`config.mk`:
```
export PLATFORM = sky130hd
export DESIGN_NAME = emergency_request_controller
export DESIGN_NICKNAME = d
export VERILOG_FILES = /design/src/rtl/emergency_request_controller.sv
export SDC_FILE = /design/constraint.sdc
export NUM_CORES = 1
export LEC_CHECK = 0
export CAP_MARGIN = 20
export CORE_ASPECT_RATIO = 1.75
export CORE_UTILIZATION = 35
export CTS_CLUSTER_DIAMETER = 120
export CTS_CLUSTER_SIZE = 30
export DETAILED_ROUTE_END_ITERATION = 10
export PLACE_DENSITY = 0.55
export SKIP_LAST_GASP = 1
export SLEW_MARGIN = 20
export SYNTH_ARGS = -nofsm -noshare
export SYNTH_HDL_FRONTEND = slang
export SYNTH_SLANG_ARGS = --single-unit
```
`constraint.sdc`:
```
create_clock -name clk -period 3.91 [get_ports clk]
set_clock_uncertainty 0.15 [all_clocks]
set_input_delay 0.782 -clock clk [delete_from_list [all_inputs] [get_ports clk]]
set_output_delay 0.782 -clock clk [all_outputs]
set_load 0.01 [all_outputs]
```
`src/rtl/emergency_request_controller.sv`:
```
// emergency_request_controller
//
// Requester-side front end for traffic_system's emergency inputs. It
// synchronises and debounces three raw request sources, latches one pending
// request per high episode, and presents them to traffic_system one at a time
// in priority order (manual emergency > ambulance > police).
//
// Ports:
//   clk           system clock, rising edge
//   rst           asynchronous active-low reset
//   amb_req_raw   raw ambulance transponder request (asynchronous)
//   pol_req_raw   raw police transponder request (asynchronous)
//   man_emrg_raw  raw manual emergency switch (asynchronous)
//   ambulance     acknowledge from traffic_system: ambulance phase active
//   police        acknowledge from traffic_system: police phase active
//   alert1        ambulance request level (high while REQ_AMB)
//   alert2        police request level (high while REQ_POL)
//   emrg          emergency pulse, EMRG_PULSE cycles wide
//   busy          high whenever the controller is not IDLE
//   timeout_err   one-cycle pulse when an alert request times out
//   served_count  saturating count of acknowledged requests
module emergency_request_controller #(
    parameter int DEBOUNCE_CYCLES = 4,
    parameter int TIMEOUT_CYCLES  = 64,
    parameter int EMRG_PULSE      = 3,
    parameter int COOLDOWN_CYCLES = 2,
    parameter int CNT_W           = 8
) (
    input  logic             clk,
    input  logic             rst,
    input  logic             amb_req_raw,
    input  logic             pol_req_raw,
    input  logic             man_emrg_raw,
    input  logic             ambulance,
    input  logic             police,
    output logic             alert1,
    output logic             alert2,
    output logic             emrg,
    output logic             busy,
    output logic             timeout_err,
    output logic [CNT_W-1:0] served_count
);

    localparam int DB_W   = $clog2(DEBOUNCE_CYCLES + 1);
    localparam int T_MAX0 = (TIMEOUT_CYCLES > EMRG_PULSE) ? TIMEOUT_CYCLES : EMRG_PULSE;
    localparam int T_MAX  = (T_MAX0 > COOLDOWN_CYCLES) ? T_MAX0 : COOLDOWN_CYCLES;
    localparam int TM_W   = $clog2(T_MAX + 1);

    localparam logic [DB_W-1:0]  DB_LAST = DB_W'(DEBOUNCE_CYCLES - 1);
    localparam logic [DB_W-1:0]  DB_FULL = DB_W'(DEBOUNCE_CYCLES);
    localparam logic [TM_W-1:0]  TO_LOAD = TM_W'(TIMEOUT_CYCLES - 1);
    localparam logic [TM_W-1:0]  EP_LOAD = TM_W'(EMRG_PULSE - 1);
    localparam logic [TM_W-1:0]  CD_LOAD = TM_W'(COOLDOWN_CYCLES - 1);
    localparam logic [CNT_W-1:0] CNT_MAX = '1;

    // Request index: 0 = manual emergency, 1 = ambulance, 2 = police.
    localparam int IX_EMRG = 0;
    localparam int IX_AMB  = 1;
    localparam int IX_POL  = 2;

    typedef enum logic [2:0] {
        IDLE,
        REQ_AMB,
        REQ_POL,
        EMRG_P,
        COOLDOWN
    } state_t;

    logic [2:0]      raw;
    logic [2:0]      sync_a;
    logic [2:0]      sync_b;
    logic [1:0]      fill;
    logic [2:0]      armed;
    logic [2:0]      pending;
    logic [2:0]      pend_clr;
    logic [DB_W-1:0] db_cnt [3];

    state_t          state;
    state_t          state_nx;
    logic [TM_W-1:0] timer;
    logic [TM_W-1:0] timer_nx;
    logic            served_inc;
    logic            timeout_nx;

    assign raw = {pol_req_raw, amb_req_raw, man_emrg_raw};

    // 2-FF synchronisers. fill marks when sync_b carries a real sample
    // rather than its reset value.
    always_ff @(posedge clk or negedge rst) begin
        if (!rst) begin
            sync_a <= '0;
            sync_b <= '0;
            fill   <= '0;
        end else begin
            sync_a <= raw;
            sync_b <= sync_a;
            fill   <= {fill[0], 1'b1};
        end
    end

    // Debounce and pending latch. An input is only armed once it has been
    // seen low after reset, so a request held high through reset is not
    // re-issued until it goes low and high again. The counter saturates at
    // DEBOUNCE_CYCLES so each high episode latches exactly once; a new latch
    // takes priority over a same-cycle clear.
    always_ff @(posedge clk or negedge rst) begin
        if (!rst) begin
            armed   <= '0;
            pending <= '0;
            for (int i = 0; i < 3; i++) begin
                db_cnt[i] <= '0;
            end
        end else begin
            for (int i = 0; i < 3; i++) begin
                if (fill[1] && !sync_b[i]) begin
                    armed[i] <= 1'b1;
                end
                if (!sync_b[i]) begin
                    db_cnt[i] <= '0;
                end else if (armed[i] && db_cnt[i] != DB_FULL) begin
                    db_cnt[i] <= db_cnt[i] + DB_W'(1);
                end
                if (sync_b[i] && armed[i] && db_cnt[i] == DB_LAST) begin
                    pending[i] <= 1'b1;
                end else if (pend_clr[i]) begin
                    pending[i] <= 1'b0;
                end
            end
        end
    end

    // Next-state logic. In the alert states an acknowledge beats a timeout,
    // and both beat an emergency preemption; a preempted request keeps its
    // pending flag and gets a fresh timer when it is re-entered from IDLE.
    always_comb begin
        state_nx   = state;
        timer_nx   = timer;
        pend_clr   = '0;
        served_inc = 1'b0;
        timeout_nx = 1'b0;
        case (state)
            IDLE: begin
                if (pending[IX_EMRG]) begin
                    state_nx = EMRG_P;
                    timer_nx = EP_LOAD;
                end else if (pending[IX_AMB]) begin
                    state_nx = REQ_AMB;
                    timer_nx = TO_LOAD;
                end else if (pending[IX_POL]) begin
                    state_nx = REQ_POL;
                    timer_nx = TO_LOAD;
                end
            end
            REQ_AMB: begin
                if (ambulance) begin
                    pend_clr[IX_AMB] = 1'b1;
                    served_inc       = 1'b1;
                    state_nx         = COOLDOWN;
                    timer_nx         = CD_LOAD;
                end else if (timer == '0) begin
                    pend_clr[IX_AMB] = 1'b1;
                    timeout_nx       = 1'b1;
                    state_nx         = COOLDOWN;
                    timer_nx         = CD_LOAD;
                end else if (pending[IX_EMRG]) begin
                    state_nx = EMRG_P;
                    timer_nx = EP_LOAD;
                end else begin
                    timer_nx = timer - TM_W'(1);
                end
            end
            REQ_POL: begin
                if (police) begin
                    pend_clr[IX_POL] = 1'b1;
                    served_inc       = 1'b1;
                    state_nx         = COOLDOWN;
                    timer_nx         = CD_LOAD;
                end else if (timer == '0) begin
                    pend_clr[IX_POL] = 1'b1;
                    timeout_nx       = 1'b1;
                    state_nx         = COOLDOWN;
                    timer_nx         = CD_LOAD;
                end else if (pending[IX_EMRG]) begin
                    state_nx = EMRG_P;
                    timer_nx = EP_LOAD;
                end else begin
                    timer_nx = timer - TM_W'(1);
                end
            end
            EMRG_P: begin
                if (timer == '0) begin
                    pend_clr[IX_EMRG] = 1'b1;
                    state_nx          = COOLDOWN;
                    timer_nx          = CD_LOAD;
                end else begin
                    timer_nx = timer - TM_W'(1);
                end
            end
            COOLDOWN: begin
                if (timer == '0) begin
                    state_nx = IDLE;
                end else begin
                    timer_nx = timer - TM_W'(1);
                end
            end
            default: begin
                state_nx = IDLE;
                timer_nx = '0;
            end
        endcase
    end

    // State register and registered outputs, decoded from the next state so
    // they change on the same edge as the state itself.
    always_ff @(posedge clk or negedge rst) begin
        if (!rst) begin
            state        <= IDLE;
            timer        <= '0;
            alert1       <= 1'b0;
            alert2       <= 1'b0;
            emrg         <= 1'b0;
            busy         <= 1'b0;
            timeout_err  <= 1'b0;
            served_count <= '0;
        end else begin
            state       <= state_nx;
            timer       <= timer_nx;
            alert1      <= (state_nx == REQ_AMB);
            alert2      <= (state_nx == REQ_POL);
            emrg        <= (state_nx == EMRG_P);
            busy        <= (state_nx != IDLE);
            timeout_err <= timeout_nx;
            if (served_inc && served_count != CNT_MAX) begin
                served_count <= served_count + CNT_W'(1);
            end
        end
    end

endmodule

```
# Word-level counts from Yosys, hierarchy flattened
# Index checks and enable logic that the tools add are counted.
[word_totals]
wordCells = 111
register_bits = 46
in_bits = 7
[op_classes]
n_eq_ne = 19
addsub = 5
n_mux = 44
n_reduce_logical = 23
[ops]
columns = ["operator", "n"]
rows = [
  ["2-to-1 mux 7 bit", 9],
  ["2-to-1 mux 3 bit", 15],
  ["one-hot mux 7 bit (5 select lines)", 1],
  ["== test 3 x 2 -> 1 bit (second input constant)", 7],
  ["2-to-1 mux 1 bit", 16],
  ["one-hot mux 3 bit (5 select lines)", 1],
  ["logical AND 1 bit", 13],
  ["adder 3 x 1 -> 3 bit (second input constant)", 3],
  ["inequality test 3 bit (second input constant)", 3],
  ["adder 8 x 1 -> 8 bit (second input constant)", 1],
  ["inequality test 8 bit (second input constant)", 1],
  ["logical NOT 7 bit", 1],
  ["subtractor 7 x 1 -> 7 bit (second input constant)", 1],
  ["== test 3 x 1 -> 1 bit (second input constant)", 2],
  ["inequality test 2 x 1 -> 1 bit (second input constant)", 3],
  ["nonzero test 2 bit", 3],
  ["inequality test 4 bit (second input constant)", 1],
  ["one-hot mux 1 bit (2 select lines)", 2],
  ["== test 3 bit (second input constant)", 1],
  ["logical NOT 1 bit", 3],
  ["logical NOT 3 bit", 1],
  ["nonzero test 3 bit", 1],
  ["inequality test 2 bit (second input constant)", 1],
  ["AND reduction 2 bit", 1],
]

# Logic depth before layout (Yosys ltp)
[depth]
word_depth = 6
ltp_mapped = 7
ltp_nobuf = 7

# Least setup slack after synthesis
# No wires, ideal clock.
[synth_path]
path_kind = "in2reg"
from = "in police"
to = "reg timer[2]"
path_stages = 5
slack_ps = 1931
arrival_time_ps = 1697
required_time_ps = 3628
cell_sequence = "and2b_1 > o21ai_1 > o21ai_0 > a21oi_2 > o22ai_1"
[synth_between]
elab_chain_cells = 2
[synth_lines]
columns = ["element", "line_no", "text"]
rows = [
  ["from (decl)", "35", "input logic police,"],
  ["2-to-1 mux 7 bit", "173", "if (police) begin"],
  ["one-hot mux 7 bit (5 select lines)", "141", "case (state)"],
  ["to (signal assigned)", "227", "timer <= timer_nx;"],
  ["to (decl)", "80", "logic [TM_W-1:0] timer;"],
]
# No other way between the ends.
# A chain may end at the register's enable or synchronous reset.

# Worst setup path after layout
# Same ends and word-level chain as after synthesis.

==> results.py <==
metrics = {
    "logic_synthesis": {
        "synth-async-reset-ratio": 1.00,
        "synth_cell_types": 57,
        "ys_ff_latch": 46,
        "synth-main-ff-cell": "dfrtp_1",
        "synth_warnings": 0,
        "ys_seq_area_frac": 0.487,
        "synth-edff-count": 0,
        "syn_nets": 246,
        "synth_cells": 228,
        "syn_area_per_cell_um2": 10.4,
        "syn_area_um2": 2360,
    },
    "power": {
        "p_sw_uw": 922,
        "share_comb_of_total_power": 0.456,
        "max-vdd-ir-drop_v": 0.000426,
        "power.density_nw_per_um2": 833,
        "p_clk_frac": 0.207,
        "power.leakage_uw": 0.00120,
        "p_int_uw": 1410,
        "finalPower_uw": 2330,
        "p_sw_frac": 0.396,
        "power.share.sequential": 0.338,
    },
    "hold_path": {
        "worstHoldEndpoint": "sync_b[1]$_DFF_PN0_",
        "hold_path_class": "register to register",
        "hp-start": "sync_a[1]$_DFF_PN0_",
        "min_path_cells": 0,
    },
    "critical_path": {
        "endpoint_kind": "register",
        "r2r-end": "timer[1]$_DFFE_PN0P_",
        "crit_path_start_kind": "input pin",
        "crit_start": "police",
        "critPathMaxFanout": 6,
        "ff2ff_path_depth": 7,
        "crit_type": "input pin to register",
        "required_ps": 3920,
        "r2r-start": "timer[0]$_DFFE_PN0P_",
        "r2r_slack_ps": 1620,
        "cp.arrival_ps": 2460,
    },
    "clocking": {
        "post_cts_resized": 0,
        "cts_buffers": 5,
        "htree_levels": 2,
        "post_cts_buffers": 0,
        "hold_buffers": 0,
        "cts_num_sinks": 46,
        "cts_root_buf": "clkbuf_16",
        "clockBufferDepth": 2,
        "path_clk_slew_ps": 60,
        "worstSkewPairLatency_ps": 290,
        "cts_tree": "built",
    },
    "finish": {
        "nets": 268,
        "drive_gt1_frac": 0.112,
        "fillCellCount": 643,
        "area_growth_pct": 18.4,
        "fin_util": 0.428,
        "antennaDiodeCount": 0,
        "final_area_um2": 2800,
    },
    "routing": {
        "vias": 1716,
        "firstDrtPassIters": 4,
        "routedWlPerCell_um": 14.1,
        "drc": 0,
        "first_iter_violations": 50,
        "wirelength_um": 4690,
        "postRouteAntennaNets": 0,
        "vias_per_cell": 5.15,
    },
    "sta": {
        "final-hold-violation-count": 0,
        "fmax_ghz": 0.409,
        "maxSlewHeadroom": 0.608,
        "rsz0062_at_grt": "no",
        "period_share": 0.625,
        "worst_pin_slew_ps": 584,
        "setup_viol": 0,
        "finalSetupTns_ps": 0,
        "drv_slew": 0,
        "fin_crit_ps": 2440,
    },
    "floorplanning": {
        "io_pins": 20,
        "die_area_um2": 7100,
        "start_util": 0.362,
        "fp.dieH_um": 111,
        "dieWidth_um": 64.1,
        "core_area_um2": 6540,
        "rows": 39,
    },
    "global_routing": {
        "grt_use_total": 0.148,
        "grt_pass1_vias": 1663,
        "antenna_found_initial": 0,
        "groute.layer.met3.usage": 0.0432,
        "grtUsageMet1": 0.152,
        "grt_use_met2": 0.265,
        "grt_overflow": 0,
        "top_usage_layer": "met2",
        "grt_pass1_wl_um": 7890,
        "grt_start_max_net_pins": 47,
    },
    "placement": {
        "dp_hpwl_um": 3450,
        "place_congestion": 0.860,
        "portBuffers": 19,
        "dpl_cell_area_um2": 2630,
    },
    "run": {
        "drv_cap": 0,
    },
    "status": {
        "outcome": "finished, final reports clean",
    },
}
==> metrics by stage <==
step	std cells	hold WS, ps	setup slack [ps]
after floorplan	228	181	1930
after global placement	325	182	1230
after detailed placement	325	188	1180
after CTS	333	202	1490
after global routing	333	203	1350
final	333	197	1470
==> how the worst max path moves through the flow <==
stage,cells past startpoint,end
global placement,6,timer[2]$_DFFE_PN0P_
finish,6,timer[2]$_DFFE_PN0P_
floorplan,5,timer[2]$_DFFE_PN0P_
detailed placement,6,timer[2]$_DFFE_PN0P_
CTS,6,timer[2]$_DFFE_PN0P_
global route,6,timer[1]$_DFFE_PN0P_
==> logic make-up after synthesis <==
logic type                 Yosys count  synth area share
DFF                                 46             0.487
buffers and inverters               30            0.0503
xor gates and xnor gates            10            0.0370
muxes                                1           0.00476
adders and majority gates           11            0.0582
other                                1           0.00159
AOI/OAI and AO/OA                   66             0.212
and+or+nand+nor                     63             0.150
==> power groups by stage <==
stage	Sequential [uW]	Combinational, uW	Clock, uW
2_1_floorplan	738	834	0
6_report	788	1060	482
4_1_cts	787	1070	498
3_3_place_gp	796	1050	0
3_5_place_dp	793	1070	0
5_1_grt	812	1190	517
==> placed cells by master (no fill, tap or decap), types with 4 or more instances in the layout <==
| cell | instances |
|---|---|
| dfrtp_1 | 46 |
| inv_1 | 24 |
| nor2_1 | 24 |
| a21oi_1 | 19 |
| clkdlybuf4s50_1 | 18 |
| ha_1 | 11 |
| nand2_1 | 9 |
| xnor2_1 | 7 |
| o21ai_0 | 6 |
| nand3_1 | 5 |
| clkbuf_16 | 5 |
| nand2b_1 | 4 |
| a32o_1 | 4 |
==> state kept, by name, indices dropped and copies added (netlist names) <==
register      flops
fill              2
sync_a            3
alert2            1
emrg              1
alert1            1
armed             3
sync_b            3
db_cnt            9
state             3
timer             7
pending           3
busy              1
served_count      8
timeout_err       1
==> synth_stat cells (all sizes together), types with 2 or more instances <==
cell	n	area share
a31oi	4	0.013
a21o	3	0.0095
inv	25	0.040
or3	3	0.012
o2bb2ai	3	0.011
and2b	3	0.010
and2	2	0.0064
a22oi	2	0.0063
xor2	3	0.011
nand2	9	0.014
a32o	4	0.017
nor2	25	0.043
xnor2	7	0.026
a21oi	23	0.058
nor2b	3	0.0079
o211ai	2	0.0063
o22ai	3	0.0079
nand3	5	0.011
nor3b	3	0.014
a221oi	2	0.010
buf	3	0.0074
nand2b	4	0.011
o21ai	10	0.023
ha	11	0.058
dfrtp	46	0.49
o31ai	2	0.0063
==> cell type report <==
| type | count | area (um^2) | area share |
|---|---|---|---|
| Sequential cell | 46 | 1150 | 0.411 |
| Multi-Input combinational cell | 152 | 1090 | 0.391 |
| Timing Repair Buffer | 19 | 188 | 0.0670 |
| Clock buffer | 6 | 129 | 0.0460 |
| Tap cell | 82 | 103 | 0.0366 |
| Inverter | 26 | 97.6 | 0.0349 |
| Clock inverter | 2 | 37.5 | 0.0134 |
==> critical path, cell delays in order <==
cell	delay [ps]
clkdlybuf4s50_1	510
and2b_1	230
o21ai_1	300
o21ai_0	160
a21oi_2	330
o22ai_1	150
==> routing by layer <==
layer	vias to the layer above	wire (um)
met2	31	2620
met3	9	131
met1	840	1810
met5	-	0
li1	836	-
met4	0	125
(Power assumes the default switching activity.)
